$ cat config.mk
export PLATFORM = sky130hd
export DESIGN_NAME = somador_serial_ctrl
export DESIGN_NICKNAME = d
export VERILOG_FILES = /design/src/rtl/somador_serial_ctrl.sv
export SDC_FILE = /design/constraint.sdc
export NUM_CORES = 1
export LEC_CHECK = 0
export CAP_MARGIN = 20
export CORE_ASPECT_RATIO = 1.75
export CORE_MARGIN = 2
export CORE_UTILIZATION = 45
export CTS_BUF_LIST = sky130_fd_sc_hd__clkbuf_4 sky130_fd_sc_hd__clkbuf_8
export CTS_CLUSTER_DIAMETER = 30
export DETAILED_ROUTE_END_ITERATION = 10
export DONT_BUFFER_PORTS = 1
export GPL_ROUTABILITY_DRIVEN = 0
export SETUP_SLACK_MARGIN = 0.05
export SYNTH_ARGS = -nofsm -noshare
export SYNTH_HDL_FRONTEND = slang
export SYNTH_SLANG_ARGS = --single-unit
$ cat constraint.sdc
create_clock -name clk -period 2.4 [get_ports clk]
set_input_delay 0.24 -clock clk [delete_from_list [all_inputs] [get_ports clk]]
set_output_delay 0.24 -clock clk [all_outputs]
set_load 0.01 [all_outputs]
$ cat src/rtl/somador_serial_ctrl.sv
// Bit-serial sequencer around one dual-rail (NULL convention) full adder.
// Optional phase timeout: define SOMADOR_TIMEOUT_EN to enable it.
module somador_serial_ctrl #(
    parameter int WIDTH       = 4,
    parameter int TIMEOUT_CYC = 64
) (
    input  logic             clk,
    input  logic             rst_n,
    input  logic             start,
    input  logic [WIDTH-1:0] op_a,
    input  logic [WIDTH-1:0] op_b,
    input  logic             cin,
    output logic             busy,
    output logic             done,
    output logic [WIDTH-1:0] result,
    output logic             cout,
    output logic             err,
    output logic             fa_a_t,
    output logic             fa_a_f,
    output logic             fa_b_t,
    output logic             fa_b_f,
    output logic             fa_cin_t,
    output logic             fa_cin_f,
    input  logic             fa_soma_t,
    input  logic             fa_soma_f,
    input  logic             fa_cout_t,
    input  logic             fa_cout_f
);

    localparam int IW = (WIDTH > 1) ? $clog2(WIDTH) : 1;
    localparam logic [IW-1:0] LAST = IW'(WIDTH - 1);

    typedef enum logic [1:0] {
        S_IDLE,
        S_DATA,
        S_NULL,
        S_FIN
    } state_t;

    state_t           state;
    logic [WIDTH-1:0] a_q;
    logic [WIDTH-1:0] b_q;
    logic [IW-1:0]    idx;
    logic [IW-1:0]    nxt;
    logic             carry;
    logic             data_ok;
    logic             null_ok;

    // A DATA wavefront of value x is t=x, f=~x; never 11.
    function automatic logic [5:0] dr(input logic a, input logic b, input logic c);
        return {a, ~a, b, ~b, c, ~c};
    endfunction

    assign nxt     = idx + 1'b1;
    assign data_ok = (fa_soma_t ^ fa_soma_f) & (fa_cout_t ^ fa_cout_f);
    assign null_ok = ~(fa_soma_t | fa_soma_f | fa_cout_t | fa_cout_f);

`ifdef SOMADOR_TIMEOUT_EN
    localparam int CW = $clog2(TIMEOUT_CYC + 1);
    localparam logic [CW-1:0] LIM = CW'(TIMEOUT_CYC - 1);

    logic [CW-1:0] cnt;
    logic          in_phase;
    logic          phase_ok;

    assign in_phase = (state == S_DATA) || (state == S_NULL);
    assign phase_ok = (state == S_DATA) ? data_ok : null_ok;
`else
    assign err = 1'b0;
`endif

    // Sequencer: one DATA then one NULL wavefront per bit, all outputs registered
    always_ff @(posedge clk or negedge rst_n) begin
        if (!rst_n) begin
            state  <= S_IDLE;
            a_q    <= '0;
            b_q    <= '0;
            idx    <= '0;
            carry  <= 1'b0;
            busy   <= 1'b0;
            done   <= 1'b0;
            result <= '0;
            cout   <= 1'b0;
            {fa_a_t, fa_a_f, fa_b_t, fa_b_f, fa_cin_t, fa_cin_f} <= 6'b0;
`ifdef SOMADOR_TIMEOUT_EN
            cnt    <= '0;
            err    <= 1'b0;
`endif
        end else begin
            done <= 1'b0;
            unique case (state)
                S_IDLE: begin
                    if (start) begin
                        a_q   <= op_a;
                        b_q   <= op_b;
                        carry <= cin;
                        idx   <= '0;
                        busy  <= 1'b1;
                        {fa_a_t, fa_a_f, fa_b_t, fa_b_f, fa_cin_t, fa_cin_f}
                            <= dr(op_a[0], op_b[0], cin);
                        state <= S_DATA;
`ifdef SOMADOR_TIMEOUT_EN
                        cnt   <= '0;
                        err   <= 1'b0;
`endif
                    end
                end
                S_DATA: begin
                    if (data_ok) begin
                        result[idx] <= fa_soma_t;
                        carry       <= fa_cout_t;
                        {fa_a_t, fa_a_f, fa_b_t, fa_b_f, fa_cin_t, fa_cin_f} <= 6'b0;
                        state       <= S_NULL;
`ifdef SOMADOR_TIMEOUT_EN
                        cnt         <= '0;
`endif
                    end
                end
                S_NULL: begin
                    if (null_ok) begin
                        if (idx == LAST) begin
                            state <= S_FIN;
                        end else begin
                            idx   <= nxt;
                            {fa_a_t, fa_a_f, fa_b_t, fa_b_f, fa_cin_t, fa_cin_f}
                                <= dr(a_q[nxt], b_q[nxt], carry);
                            state <= S_DATA;
`ifdef SOMADOR_TIMEOUT_EN
                            cnt   <= '0;
`endif
                        end
                    end
                end
                S_FIN: begin
                    done  <= 1'b1;
                    busy  <= 1'b0;
                    cout  <= carry;
                    state <= S_IDLE;
                end
            endcase
`ifdef SOMADOR_TIMEOUT_EN
            // A stalled phase abandons the operation; the later assignments win.
            if (in_phase && !phase_ok) begin
                if (cnt == LIM) begin
                    state <= S_IDLE;
                    busy  <= 1'b0;
                    err   <= 1'b1;
                    {fa_a_t, fa_a_f, fa_b_t, fa_b_f, fa_cin_t, fa_cin_f} <= 6'b0;
                end else begin
                    cnt <= cnt + 1'b1;
                end
            end
`endif
        end
    end

endmodule

==> run metrics <==
status completed; HP Start op_a[1]; Routed Wire Length 2380 um; routed vias/inst 6.07; final setup fails 0; Crit-path slowest cell dfrtp_1; first-pass GRT wire length 4030 um; top cells by area, synth dfrtp_1, mux2_2, ha_1, inv_1, mux2_1; crit-path max FO 7; layout cells sized above 1 21.0%; hold_buf cts 2; leading area contributor after synthesis dfrtp_1; RSZ-0062 raised after global routing no; Critical Path RT 2.56 ns; sw frac 35.3%; largest net degree at the start of global routing 27; Worst Tran Pin Value 0.512 ns; number of max-cap violations 0; Mean Syn Cell Area 11.7 um^2; Reg2Reg Setup Slack 0.46 ns; DRT antenna net count 0; Sink Count 26; Setup crit end kind flop; Final Slew Violations 0; flops & latches, synth 26; Boundary Pins 30; worst path cell trace inv_1, ha_1, mux4_2, nand3_1, o21ai_0, mux2_1; Die Y 76.9 um; Avg WL per Cell 16.2 um; drt first pass iters 4; CP Class flop to flop; Syn Inst Count 117; Residual DRC 0; fin nets 145; vias in the first global route 863; Synth top area share 47.6%; Die X-Extent 45.7 um; Peak VDD IR 0.000700 V; Sequential Power Share 40.9%; Hold Path End a_q[1]; quantity of I/O buffers inserted on ports 0; Tcrit/Tclk final 80.7%; clk slew on worst S/H paths 0.09 ns; synthesis-to-finish area growth 8.60%; Worst Hold Class input pin to flop; Clock Skew 0.00101 ns; sequential-to-total area share from yosys stat 47.6%; die area 3510 um^2; DRT iter0 DRCs 24; DR vias 892; CTS HTree Levels 1; FP Rows 26; Total Power 1940 uW; Final Critical Period 1.94 ns; CTS root buf clkbuf_8; net switching power 685 uW; Worst Hold Depth 1; FF-to-FF End fa_b_t; Synth Cell Area 1370 um^2; Worst R2R Path Depth 6; CTS tree yes; top cell family by delay on the critical path multiplexers; Worst path max stage delay 0.53 ns; worst-skew pair later-pin latency 0.27 ns; clock power share 18.8%; Logic pwr share 40.2%; # Post-CTS Setup Buffers 0; Yosys cell types 32; CP startpoint kind flop; final hold vios 0; Slew HR 65.6%; total congestion overflow 0; worst path bufs/invs 1; final core utilization 51.3%; Hold Slack 0.108 ns; Inserted Clock Buffers 3; R2R Path Start idx[0]; Yosys warning count 0; crit path DAT 2.10 ns; core area 2900 um^2; Clock Path Buffers 2; ant diodes 0; Cell Pwr Density 1310 nW/um^2; Peak Freq 0.516 GHz; antenna violations before repair 0; P_leak 0.000678 uW; gr usage total 15.3%; syn_nets 142; final setup TNS 0 ns; Initial Utilization 47.2%; Post-CTS Resized 0; HPWL after detailed placement 1850 um; Int Pwr 1250 uW
## layout by cell type, fill, tap and decap left out, types with 4 or more instances in the layout
cell     instances
nand2_1         11
mux2_2          11
inv_1           12
o21ai_0          7
ha_1             9
dfrtp_1         26
mux2_1           4
## cell families after synthesis
group                      Yosys count  share of synthesized area, %
adders and majority gates            9                          8.23
DFF                                 26                          47.6
and+or+nand+nor                     21                          8.60
AOI/OAI and AO/OA                   23                          11.4
other                                1                         0.274
muxes                               20                          18.6
buffers and inverters               16                          4.67
xor gates and xnor gates             1                         0.641
## registers in the layout, indices dropped and copies added, names as in the netlist
name and flops:
fa_b_t 1, busy 1, result 4, fa_b_f 1, fa_cin_f 1, done 1, cout 1, fa_cin_t 1
idx 2, state 2, fa_a_t 1, a_q 4, fa_a_f 1, carry 1, b_q 4
## metrics by stage
stage,cell area [um^2],std cells,setup WS (ns)
5_1_grt,1490,147,0.330
6_report,1490,147,0.462
3_3_place_gp,1380,141,0.508
2_1_floorplan,1370,117,0.671
4_1_cts,1490,147,0.447
3_5_place_dp,1380,141,0.477
## worst max path at each step
stage               startpoint  endpoint  cells past startpoint
global route            idx[0]    fa_a_t                      6
global placement        idx[0]    fa_b_t                      6
CTS                     idx[0]    fa_b_t                      6
floorplan               idx[0]    fa_a_t                      6
detailed placement      idx[0]    fa_b_t                      6
finish                  idx[0]    fa_b_t                      6
## layout make-up
class	count	area, um^2
Fill cell	260	1410
Multi-Input combinational cell	75	653
Sequential cell	26	651
Inverter	12	45.0
Clock buffer	3	41.3
Tap cell	28	35.0
Clock inverter	1	30.0
Timing Repair Buffer	2	30.0
## Yosys cell counts (all sizes together)
cell    count
inv        12
dfrtp      26
nand4b      1
ha          9
nor3        1
nor2        2
o41ai       1
xnor2       1
or3b        1
mux4        2
conb        1
a221o       1
mux2i       1
buf         2
mux2       17
a41o        1
o22ai       3
a21oi       4
a31oi       3
nand2      11
a22o        1
nand3       3
clkbuf      2
nor2b       1
o21ai       9
nor3b       1
## power groups by stage
stage,combinational [uW],clock [uW],sequential [uW]
2_1_floorplan,662,0,769
3_3_place_gp,754,0,800
3_5_place_dp,774,0,807
4_1_cts,792,371,798
5_1_grt,870,391,821
6_report,780,365,793
## per-layer routing
layer / vias up / global-route usage, % / part of all wire (%)
li1: 414 / - / -
met1: 442 / 19.9 / 41
met2: 31 / 22.8 / 50
met3: 5 / 3.76 / 6.5
met4: 0 / 7.94 / 2.1
met5: - / 0 / 0
No activity file was read; power rests on OpenSTA's default activity.
